**src/rtl/dp32_if.sv**
```systemverilog
// Operand/result bundle for the dp32 SIMD multiply / dot-product unit.
// master drives the operands, slave returns the registered results.
interface dp32_if;
    logic [31:0] a;
    logic [31:0] b;
    logic [63:0] mul_int32;
    logic [32:0] sum_int16;
    logic [17:0] sum_int8;
    logic [10:0] sum_int4;
    logic [7:0]  sum_int2;

    modport master (
        output a, b,
        input  mul_int32, sum_int16, sum_int8, sum_int4, sum_int2
    );

    modport slave (
        input  a, b,
        output mul_int32, sum_int16, sum_int8, sum_int4, sum_int2
    );
endinterface

```
**src/rtl/dp32.sv**
```systemverilog
// Unsigned SIMD multiply / dot-product unit: full 32x32 product plus 16/8/4/2-bit
// lane dot products, all registered with one cycle of latency.
module dp32 (
    input  logic    CLK,
    input  logic    nrst,
    dp32_if.slave   bus
);

    logic [3:0]  w_pd  [16];
    logic [3:0]  w_px1 [8];
    logic [3:0]  w_px2 [8];
    logic [7:0]  w_p4  [8];
    logic [15:0] w_p8  [4];
    logic [31:0] w_p16 [2];
    logic [63:0] w_mul;
    logic [32:0] w_s16;
    logic [17:0] w_s8;
    logic [10:0] w_s4;
    logic [7:0]  w_s2;

    logic [63:0] r_mul;
    logic [32:0] r_s16;
    logic [17:0] r_s8;
    logic [10:0] r_s4;
    logic [7:0]  r_s2;

    // 2-bit partial products; diagonal terms also feed the 4-bit lanes.
    always_comb begin
        for (int i = 0; i < 16; i++) begin
            w_pd[i] = {2'd0, bus.a[2*i +: 2]} * {2'd0, bus.b[2*i +: 2]};
        end
        for (int i = 0; i < 8; i++) begin
            w_px1[i] = {2'd0, bus.a[4*i+2 +: 2]} * {2'd0, bus.b[4*i +: 2]};
            w_px2[i] = {2'd0, bus.a[4*i +: 2]}   * {2'd0, bus.b[4*i+2 +: 2]};
        end
    end

    // Compose each 4-bit lane product from its four 2-bit partials.
    always_comb begin
        for (int i = 0; i < 8; i++) begin
            w_p4[i] = {w_pd[2*i+1], 4'd0}
                    + {1'b0, ({1'b0, w_px1[i]} + {1'b0, w_px2[i]}), 2'd0}
                    + {4'd0, w_pd[2*i]};
        end
    end

    always_comb begin
        for (int i = 0; i < 4; i++) begin
            w_p8[i] = {8'd0, bus.a[8*i +: 8]} * {8'd0, bus.b[8*i +: 8]};
        end
        for (int i = 0; i < 2; i++) begin
            w_p16[i] = {16'd0, bus.a[16*i +: 16]} * {16'd0, bus.b[16*i +: 16]};
        end
        w_mul = {32'd0, bus.a} * {32'd0, bus.b};
    end

    // Lane reductions; accumulator widths are the exact worst-case widths.
    always_comb begin
        w_s2 = 8'd0;
        for (int i = 0; i < 16; i++) begin
            w_s2 = w_s2 + {4'd0, w_pd[i]};
        end
        w_s4 = 11'd0;
        for (int i = 0; i < 8; i++) begin
            w_s4 = w_s4 + {3'd0, w_p4[i]};
        end
        w_s8 = 18'd0;
        for (int i = 0; i < 4; i++) begin
            w_s8 = w_s8 + {2'd0, w_p8[i]};
        end
        w_s16 = {1'b0, w_p16[0]} + {1'b0, w_p16[1]};
    end

    always_ff @(posedge CLK or negedge nrst) begin
        if (!nrst) begin
            r_mul <= 64'd0;
            r_s16 <= 33'd0;
            r_s8  <= 18'd0;
            r_s4  <= 11'd0;
            r_s2  <= 8'd0;
        end else begin
            r_mul <= w_mul;
            r_s16 <= w_s16;
            r_s8  <= w_s8;
            r_s4  <= w_s4;
            r_s2  <= w_s2;
        end
    end

    assign bus.mul_int32 = r_mul;
    assign bus.sum_int16 = r_s16;
    assign bus.sum_int8  = r_s8;
    assign bus.sum_int4  = r_s4;
    assign bus.sum_int2  = r_s2;

endmodule

```
**src/flat_wrapper.sv**
```systemverilog
// flat-port wrapper written by rule: the top's interface ports become plain ports
module dp32_flat 
  (CLK, nrst, bus_a, bus_b, bus_mul_int32, bus_sum_int16, bus_sum_int8, bus_sum_int4, bus_sum_int2);
  dp32_if bus_i ();
  input  logic CLK;
  input  logic nrst;
  input wire logic [$bits(bus_i.a)-1:0] bus_a;
  input wire logic [$bits(bus_i.b)-1:0] bus_b;
  output wire logic [$bits(bus_i.mul_int32)-1:0] bus_mul_int32;
  output wire logic [$bits(bus_i.sum_int16)-1:0] bus_sum_int16;
  output wire logic [$bits(bus_i.sum_int8)-1:0] bus_sum_int8;
  output wire logic [$bits(bus_i.sum_int4)-1:0] bus_sum_int4;
  output wire logic [$bits(bus_i.sum_int2)-1:0] bus_sum_int2;
  assign bus_i.a = bus_a;
  assign bus_i.b = bus_b;
  assign bus_mul_int32 = bus_i.mul_int32;
  assign bus_sum_int16 = bus_i.sum_int16;
  assign bus_sum_int8 = bus_i.sum_int8;
  assign bus_sum_int4 = bus_i.sum_int4;
  assign bus_sum_int2 = bus_i.sum_int2;
  dp32 u_core (.CLK(CLK), .nrst(nrst), .bus(bus_i));
endmodule
```
**config.mk**
```make
export PLATFORM = sky130hd
export DESIGN_NAME = dp32_flat
export DESIGN_NICKNAME = d
export VERILOG_FILES = /design/src/rtl/dp32_if.sv /design/src/rtl/dp32.sv /design/src/flat_wrapper.sv
export SDC_FILE = /design/constraint.sdc
export NUM_CORES = 2
export LEC_CHECK = 0
export BUFFER_PORTS_ARGS = -buffer_cell sky130_fd_sc_hd__buf_4
export CORE_MARGIN = 2
export CORE_UTILIZATION = 60
export CTS_BUF_LIST = sky130_fd_sc_hd__clkbuf_8
export DETAILED_ROUTE_END_ITERATION = 6
export PLACE_DENSITY = 0.78
export SYNTH_ARGS = -nofsm -noshare
export SYNTH_HDL_FRONTEND = slang
export SYNTH_SLANG_ARGS = --single-unit
```
**constraint.sdc**
```tcl
create_clock -name CLK -period 0.8 [get_ports CLK]
set_input_delay 0 -clock CLK [delete_from_list [all_inputs] [get_ports CLK]]
set_output_delay 0 -clock CLK [all_outputs]
set_load 0.05 [all_outputs]
```
==> summary.log <==
[outcome] outcome complete, but fails checks
[outcome] violations in the final reports negative setup slack
[cells_and_area] total of fill cells in the finished design 5924
[place] post-detail-place hpwl 201.3 mm
[logic_synthesis] number of flops mapped to enable cells by yosys 0
[logic_synthesis] leading register cell type out of synthesis sky130_fd_sc_hd__dfrtp_1
[clocking] total clock sinks 134
[drt] count of unresolved DRC violations after routing 0
[sta] Max Transition Viols Final 0
[drt] first drt pass iteration count 7
[cells_and_area] commonest cells after routing, fill and taps aside 1723 x sky130_fd_sc_hd__inv_1, 1335 x sky130_fd_sc_hd__fa_1, 1308 x sky130_fd_sc_hd__buf_4, 630 x sky130_fd_sc_hd__nand2_1, 573 x sky130_fd_sc_hd__ha_1
[grt] Remaining Overflow, GRT 0
[sta] Highest Clock Rate 136.7 MHz
[cells_and_area] share of cells above drive strength 1 30.74%
[clocking] deepest clock path buffer count 2
[drt] routed wire length 248.5 mm
[critical_path] crit path launch type input pin
[grt] first-pass GRT wire length 348.9 mm
[critical_path] largest fanout of any net on the critical path 5
[sta] fraction of the cycle the final worst path needs 914.4%
[grt] vias in the first global route 55190
[worst_hold_path] min-delay worst type input pin to register
[floorplanning] Top Ports 200
[job] # Max-Cap Violations 0
[place] global placer's final weighted congestion 1.047
[sta] final hold violation count 0
[drt] count of antenna-violating nets left after detailed routing 0
[logic_synthesis] Mean Syn Cell Area 9.466 um2
[cells_and_area] area added between synthesis and finish 32.20%
[clocking] buffer type at the clock tree root sky130_fd_sc_hd__clkbuf_8
[sta] Period minus WS final 7.315 ns
[logic_synthesis] count of mapped cells out of synthesis 6204
[grt] maximum number of pins on one net before global-route repair 50
[drt] drt wl/cell 28.06 um
[critical_path] category of the most critical setup path input pin to register
[critical_path] Crit. End Element register
[drt] DRT iter0 DRCs 5642
[logic_synthesis] largest area contributor in the synthesized netlist sky130_fd_sc_hd__fa_1
[logic_synthesis] Synth area leaders sky130_fd_sc_hd__fa_1 48%, sky130_fd_sc_hd__ha_1 15%, sky130_fd_sc_hd__inv_1 12%, sky130_fd_sc_hd__dfrtp_1 5.7%, sky130_fd_sc_hd__nand2_1 4.6%
[worst_hold_path] hold endpoint u_core.bus.mul_int32[0]$_DFF_PN0_
[sta] headroom to the max-slew limit 56.54%
[grt] number of antenna violations at the first check in global routing 20
[floorplanning] Starting Density 60.64%
[cells_and_area] Layout Nets 9757
[critical_path] crit path DAT 7.84 ns
[floorplanning] overall die height 316.9 um
[sta] worst path setup slack after routing -6.515 ns
[logic_synthesis] summed instance area of the synthesized netlist 58730 um2
[critical_path] data required time at the worst endpoint 1.33 ns
[floorplanning] Total Die Area 100400 um2
[logic_synthesis] flip-flop and latch count after synthesis 134
[logic_synthesis] fraction of the yosys area taken by sequential cells 5.710%
[critical_path] Max stage delay cell, worst path sky130_fd_sc_hd__fa_1
[logic_synthesis] unique cell type count in the Yosys netlist 61
[floorplanning] Std-Cell Rows 114
[grt] Tot GR Track Use 49.12%
[floorplanning] width of the die 316.9 um
[place] number of buffers added on ports 199
[drt] Vias per Instance 5.792
[worst_hold_path] hold_sp bus_a[0]
[clocking] CTS buffer count 17
[clocking] Reg clk slew, reported paths 0.08 ns
[drt] total via count in the routed design 51300
[worst_hold_path] count of cells along the worst hold path 4
[clocking] H-tree lvl count 4
[logic_synthesis] Synth async-reset ratio 100.0%
[cells_and_area] final instance area 77640 um2
[logic_synthesis] share of the synthesized area in the top cell type 48.13%
[critical_path] cell seen most often among critical-path stages sky130_fd_sc_hd__fa_1
[critical_path] Largest stage delay, worst path 0.55 ns
[sta] Finish-stage setup viols 400
[sta] actual slew at the worst max-slew pin 0.6498 ns
[place] Post-Place Cell Area 72810 um2
[logic_synthesis] Synthesized Nets 8402
[floorplanning] standard cell core area 96850 um2
[sta] unrepaired setup endpoints after global routing yes
[clocking] TritonCTS clock tree done
[cells_and_area] most common cell after layout, fill and taps aside sky130_fd_sc_hd__inv_1
[logic_synthesis] Syn. warnings 0
## worst max-delay path, delay by kind of cell
kind	cells	cell delay (ns)
simple gates	1	0.07
fa+ha+maj	12	5.40
compound gates	9	1.41
xor+xnor	2	0.27
buf+inv	8	0.70
## area by class of cell
type | count | area [um2] | share of cell area, %
antenna | 9 | 22.52 | 0.02901
clock buffer | 20 | 275.3 | 0.3546
clock inverter | 12 | 152.6 | 0.1966
inverter | 1850 | 6957 | 8.961
multi-input combinational | 4008 | 51890 | 66.84
sequential | 134 | 3353 | 4.319
tap | 1276 | 1597 | 2.056
timing repair buffer | 1548 | 13390 | 17.25
## registers in the layout, summed over array words and instances (netlist names)
signal	count
u_core.bus.mul_int32	64
u_core.bus.sum_int16	33
u_core.bus.sum_int8	18
u_core.bus.sum_int4	11
u_core.bus.sum_int2	8
## how the worst max path moves through the flow
stage / start / to / slack (ns) / cells after the start
finish: bus_b[4] / u_core.bus.sum_int8[15]$_DFF_PN0_ / -6.52 / 32
global route: bus_a[9] / u_core.bus.sum_int8[17]$_DFF_PN0_ / -6.73 / 34
CTS: bus_b[3] / u_core.bus.sum_int8[17]$_DFF_PN0_ / -6.46 / 30
detailed placement: bus_b[1] / u_core.bus.sum_int8[16]$_DFF_PN0_ / -7.40 / 33
global placement: bus_b[1] / u_core.bus.sum_int8[16]$_DFF_PN0_ / -7.36 / 33
floorplan: bus_a[0] / u_core.bus.sum_int8[17]$_DFF_PN0_ / -6.68 / 31
## routing by layer
layer	vias up	track usage [%]	wire length, um
met4	28	32.89	21840
met5	-	0.04735	638
met1	25580	60.45	87140
li1	20740	-	-
met3	1251	20.49	35620
met2	3691	70.80	103300
## kinds of logic (layout without fill, tap and decap cells)
kind of cell | after synthesis | after routing | synth area share (%)
buf+inv | 2062 | 3430 | 13.18
flops | 134 | 134 | 5.710
fa+ha+maj | 2132 | 2132 | 63.47
simple gates | 1274 | 1274 | 10.28
other cells | 0 | 9 | 0
compound gates | 428 | 428 | 4.749
xor+xnor | 170 | 170 | 2.535
mux | 4 | 4 | 0.06818
## Yosys cell counts (33+ instances only)
| master | number |
|---|---|
| sky130_fd_sc_hd__inv_1 | 1850 |
| sky130_fd_sc_hd__fa_1 | 1412 |
| sky130_fd_sc_hd__ha_1 | 720 |
| sky130_fd_sc_hd__nand2_1 | 716 |
| sky130_fd_sc_hd__and2_1 | 389 |
| sky130_fd_sc_hd__clkbuf_1 | 209 |
| sky130_fd_sc_hd__a21oi_1 | 147 |
| sky130_fd_sc_hd__dfrtp_1 | 134 |
| sky130_fd_sc_hd__xnor2_1 | 111 |
| sky130_fd_sc_hd__a21o_1 | 98 |
| sky130_fd_sc_hd__xor2_1 | 59 |
| sky130_fd_sc_hd__nor2_1 | 52 |
| sky130_fd_sc_hd__o21ai_0 | 47 |
| sky130_fd_sc_hd__o21bai_1 | 33 |
## metrics by stage
step           worst slack [ns]  hold WS [ns]  TNS, ns  utilization [%]  instances
6_report                 -6.515       0.04189  -766.95            80.16       8857
5_1_grt                  -6.725       0.02961  -793.62            80.15       8852
4_1_cts                  -6.457       0.01220  -731.93            78.78       8812
3_5_place_dp             -7.404       -0.1792  -744.43            75.18       8687
3_3_place_gp             -7.360       -0.1832  -732.33            75.18       8687
2_1_floorplan            -6.684       -0.2956  -601.66                -       6204
## repair_timing
action	4_1_cts	5_1_grt
setup endpoints to repair	265	399
endpoints found under the hold margin	134	0
resized for setup	541	245
setup buffers	102	45
pin swaps	221	161
gates cloned	3	0
hold buffers	2	0
Power is not shown: default switching activity piles up to over one toggle a cycle in this logic, so the estimate is an artifact.
